--- src/rtl/gpio_pkg.sv ---
// gpio_pkg: bridge state encoding, gpio config register indices and sizes
package gpio_pkg;
  typedef enum logic [1:0] {IDLE, REQ, RESP, RELEASE} state_t;
  localparam int GPIO_DIR = 0;
  localparam int GPIO_OUT = 1;
  localparam int GPIO_IN  = 2;
  localparam int GPIO_IE  = 3;
  localparam int GPIO_PUR = 4;
  localparam int GPIO_PDR = 5;
  localparam int NUM_PINS = 8;
  localparam int NUM_CFG  = 6;
endpackage

--- src/rtl/apb_gpio_bridge.sv ---
// apb_gpio_bridge: APB3 completer turning bus transfers into gpio write/read request handshakes
module apb_gpio_bridge #(
  parameter int ADDR_W  = 32,
  parameter int TIMEOUT = 16,
  parameter int NUM_CFG = 6
) (
  input  logic              clk,
  input  logic              rst,
  input  logic              psel,
  input  logic              penable,
  input  logic              pwrite,
  input  logic [ADDR_W-1:0] paddr,
  input  logic [31:0]       pwdata,
  output logic [31:0]       prdata,
  output logic              pready,
  output logic              pslverr,
  output logic              write,
  output logic              read,
  output logic [2:0]        add_pin_number,
  output logic [2:0]        add_config,
  output logic              data_in,
  input  logic [31:0]       data_out,
  input  logic              write_done,
  input  logic              read_done
);
  import gpio_pkg::*;
  localparam int CW = TIMEOUT > 1 ? $clog2(TIMEOUT) : 1;
  state_t        state, state_nx;
  logic [CW-1:0] cnt;
  logic          is_wr, start, bad_addr, done, expired, unused;
  assign unused = ^{paddr[ADDR_W-1:8], pwdata[31:1]};
  always_comb begin
    start    = psel & penable;
    bad_addr = paddr[7:6] != 2'b00 || int'(paddr[5:3]) >= NUM_CFG;
    done     = is_wr ? write_done : read_done;
    expired  = cnt == CW'(TIMEOUT - 1);
    pready   = state == RESP;
    write    = state == REQ && is_wr;
    read     = state == REQ && !is_wr;
    // RELEASE waits out any lingering done so it cannot complete the next transfer
    state_nx = state == IDLE ? (start ? (bad_addr ? RESP : REQ) : IDLE)
             : state == REQ  ? (done || expired ? RESP : REQ)
             : state == RESP ? RELEASE
             : (write_done || read_done ? RELEASE : IDLE);
  end
  always_ff @(posedge clk or negedge rst)
    if (!rst) begin
      state          <= IDLE;
      cnt            <= '0;
      is_wr          <= 1'b0;
      prdata         <= '0;
      pslverr        <= 1'b0;
      add_pin_number <= '0;
      add_config     <= '0;
      data_in        <= 1'b0;
    end else begin
      state <= state_nx;
      cnt   <= state == REQ ? cnt + 1'b1 : '0;
      if (state == IDLE && start) begin
        {add_config, add_pin_number} <= paddr[5:0];
        data_in <= pwdata[0];
        is_wr   <= pwrite;
        pslverr <= bad_addr;
      end
      if (state == REQ && done) begin
        pslverr <= 1'b0;
        if (!is_wr) prdata <= data_out;
      end else if (state == REQ && expired) begin
        pslverr <= 1'b1;
        prdata  <= '0;
      end
    end
endmodule

--- config.mk ---
export PLATFORM = sky130hd
export DESIGN_NAME = apb_gpio_bridge
export DESIGN_NICKNAME = d
export VERILOG_FILES = /design/src/rtl/gpio_pkg.sv /design/src/rtl/apb_gpio_bridge.sv
export SDC_FILE = /design/constraint.sdc
export NUM_CORES = 1
export LEC_CHECK = 0
export BUFFER_PORTS_ARGS = -buffer_cell sky130_fd_sc_hd__buf_2
export CAP_MARGIN = 0
export CORE_ASPECT_RATIO = 1.2
export CORE_UTILIZATION = 42
export DETAILED_ROUTE_END_ITERATION = 7
export MAX_ROUTING_LAYER = met4
export PLACE_DENSITY_LB_ADDON = 0.25
export SLEW_MARGIN = 10
export SYNTH_ARGS = -nofsm -noshare
export SYNTH_HDL_FRONTEND = slang
export SYNTH_SLANG_ARGS = --single-unit
--- constraint.sdc ---
create_clock -name clk -period 2.77 [get_ports clk]
set_input_delay 0.554 -clock clk [delete_from_list [all_inputs] [get_ports clk]]
set_output_delay 0.554 -clock clk [all_outputs]
set_load 0.01 [all_outputs]
==> results.sh <==
export IMPL_status="finished clean"
export IMPL_initial_core_util_pct=43.8
export IMPL_die_h_um=75.0
export IMPL_fmax_mhz=527
export IMPL_cts_tree="done"
export IMPL_post_synth_top_count_cell="dfrtp_1"
export IMPL_fin_worst_skew_ns=0.00514
export IMPL_hp_class="primary input to async pin"
export IMPL_grt_ovfl_total=0
export IMPL_vias=1363
export IMPL_gp_congestion=0.725
export IMPL_p_sw_share_pct=33.1
export IMPL_final_area_mm2=0.00247
export IMPL_placed_cell_area_mm2=0.00237
export IMPL_grt_pass1_wl_um=6060
export IMPL_ys_top_cells_by_count="dfrtp_1 (47), a22o_2 (28), mux2_2 (8)"
export IMPL_synth_edff_count=0
export IMPL_critPathArrivalTime_ns=1.34
export IMPL_die_w_um=62.9
export IMPL_cts_sinks=47
export IMPL_crit_type="register to primary output"
export IMPL_powerDensity_mw_per_mm2=1070
export IMPL_clkTransAtPathRegs_ns=0.09
export IMPL_first_iter_violations=50
export IMPL_worstPathMaxFanout=6
export IMPL_track_usage_pct=17.7
export IMPL_diodes=0
export IMPL_postCtsSetupBuffers=0
export IMPL_netlist_area_mm2=0.00187
export IMPL_grt_max_degree=33
export IMPL_firstDrtPassIters=4
export IMPL_p_clk_share_pct=17.0
export IMPL_tns_ns=0
export IMPL_synth_seq_cells=47
export IMPL_ant_nets=0
export IMPL_fill_cells=388
export IMPL_place_hpwl_um=2790
export IMPL_slowest_stage="dfrtp_1"
export IMPL_yosysWarnings=0
export IMPL_slew_violations=0
export IMPL_worst_slew_pin_transition_ns=0.544
export IMPL_p_seq_share_pct=43.0
export IMPL_finalCritPeriodShare_pct=68.5
export IMPL_cellInternalPower_mw=1.77
export IMPL_leakagePower_nw=1.29
export IMPL_yosys_cell_types_count=29
export IMPL_yosysTopAreaCell="dfrtp_1"
export IMPL_power_mw=2.65
export IMPL_hold_viol=0
export IMPL_worstSetupStartpointType="register"
export IMPL_layout_nets=323
export IMPL_hold_slack_ns=0.188
export IMPL_num_rows=26
export IMPL_slew_headroom_pct=63.7
export IMPL_final_util_pct=58.0
export IMPL_async_flop_share_pct=100
export IMPL_drive_gt1_share_pct=65.0
export IMPL_drv_cap=0
export IMPL_synth_yosys_seq_area_share_pct=63.0
export IMPL_cp_data_required_time_ns=2.22
export IMPL_grt_pass1_vias=1281
export IMPL_cp_top_family="simple AND/OR/NAND/NOR gates"
export IMPL_cpPeakStageDelay_ns=0.43
export IMPL_final_seq_area_mm2=0.00118
export IMPL_synth_cells=125
export IMPL_post_cts_resized=0
export IMPL_p_sw_uw=878
export IMPL_core_mm2=0.00426
export IMPL_totalWireLength_um=3930
export IMPL_peakVddDrop_uv=445
export IMPL_area_growth_syn_to_layout_pct=32.5
export IMPL_avgSynthCellArea_um2=14.9
export IMPL_die_area_mm2=0.00472
export IMPL_setup_viol=0
export IMPL_clkLatencyLatePin_ns=0.30
export IMPL_netlist_top_cells_area="dfrtp_1 (63%), a22o_2 (15%), mux2_2 (4.8%)"
export IMPL_via_per_inst=4.94
export IMPL_ios=146
export IMPL_yosysTopAreaCellShare_pct=63.0
export IMPL_cts_buffers=5
export IMPL_cts_path_max_buffers=2
export IMPL_rsz0062_at_grt="false"
export IMPL_htree_num_levels=2
export IMPL_pwr_share_comb_pct=40.0
export IMPL_antenna_found_initial=0
export IMPL_root_buffer="clkbuf_8"
export IMPL_end_kind="primary output"
export IMPL_ctsHoldBuffers=0
export IMPL_multi_input_area_um2=636
export IMPL_crit_path_cell_trace="and2b_1 -> and2_2 -> buf_2"
export IMPL_portBuffers=90
export IMPL_synth_main_ff_cell="dfrtp_1"
export IMPL_worst_path_buf_inv=1
export IMPL_synth_net_count=229
export IMPL_post_route_min_period_ns=1.90
export IMPL_wire_per_inst_um=14.2
export IMPL_drc=0
[metal layers]
layer  wire length [um]  vias to the layer above  global-route usage (%)
li1                   -                      657                       -
met3                195                        5                    5.76
met2               1930                       45                    28.2
met1               1760                      656                    20.8
met4                 53                        0                    6.98
met5                  0                        -                       -
[layout by cell type (no fill, tap or decap), drive strengths merged, types with 2 or more instances in the layout]
cell / n
nor2: 4
nand2: 2
clkbuf: 7
buf: 94
nand3: 2
nand2b: 2
inv: 2
mux2: 9
a22o: 32
dfrtp: 47
and2: 3
[final timing paths]
path                               startpoint                     end  slack, ns  cells past startpoint
min reg2reg                  cnt[0]$_DFF_PN0_        cnt[0]$_DFF_PN0_       0.47                      1
min in group clk                 data_out[28]  prdata[28]$_DFFE_PN0P_       0.47                      2
max reg2reg                state[1]$_DFF_PN0_  prdata[13]$_DFFE_PN0P_       0.95                      4
min                                       rst   prdata[1]$_DFFE_PN0P_       0.19                      1
max in group asynchronous                 rst  prdata[22]$_DFFE_PN0P_       1.98                      2
max                        state[1]$_DFF_PN0_                   write       0.87                      3
[area by class of cell]
type | instances | area share (%)
inverters | 2 | 0.303
flip-flops and latches | 47 | 47.5
multi-input cells | 69 | 25.7
clock inverters | 1 | 0.303
clock buffers | 7 | 3.89
repair buffers | 94 | 19.4
well taps | 56 | 2.83
[state kept, by name, indices dropped and copies added, names as in the netlist]
| name | cells |
|---|---|
| is_wr | 1 |
| pslverr | 1 |
| prdata | 32 |
| add_pin_number | 3 |
| state | 2 |
| add_config | 3 |
| cnt | 4 |
| data_in | 1 |
[kinds of logic (layout without fill, tap and decap cells)]
group                    after synthesis  count (layout)  share of synthesized area (%)
multiplexers                          10              10                           6.17
XOR/XNOR                               2               2                          0.939
adder cells (fa/ha/maj)                1               1                          0.670
flip-flops                            47              47                           63.0
buffers and inverters                  9             104                           3.28
AND/OR/NAND/NOR                       18              18                           5.90
AO/OA/AOI/OAI                         38              38                           20.0
[stage by stage]
step | instances | setup slack (ns)
2_1_floorplan | 125 | 1.33
5_1_grt | 276 | 0.807
6_report | 276 | 0.874
3_3_place_gp | 268 | 0.954
3_5_place_dp | 268 | 0.928
4_1_cts | 276 | 0.852
[power by group through the flow]
stage	clock network (mW)	registers, mW	logic, mW
global placement	0	1.15	1.06
CTS	0.469	1.14	1.08
detailed placement	0	1.15	1.07
global route	0.498	1.19	1.15
floorplan	0	1.28	0.535
finish	0.450	1.14	1.06
Power figures use the tool's default switching activity.
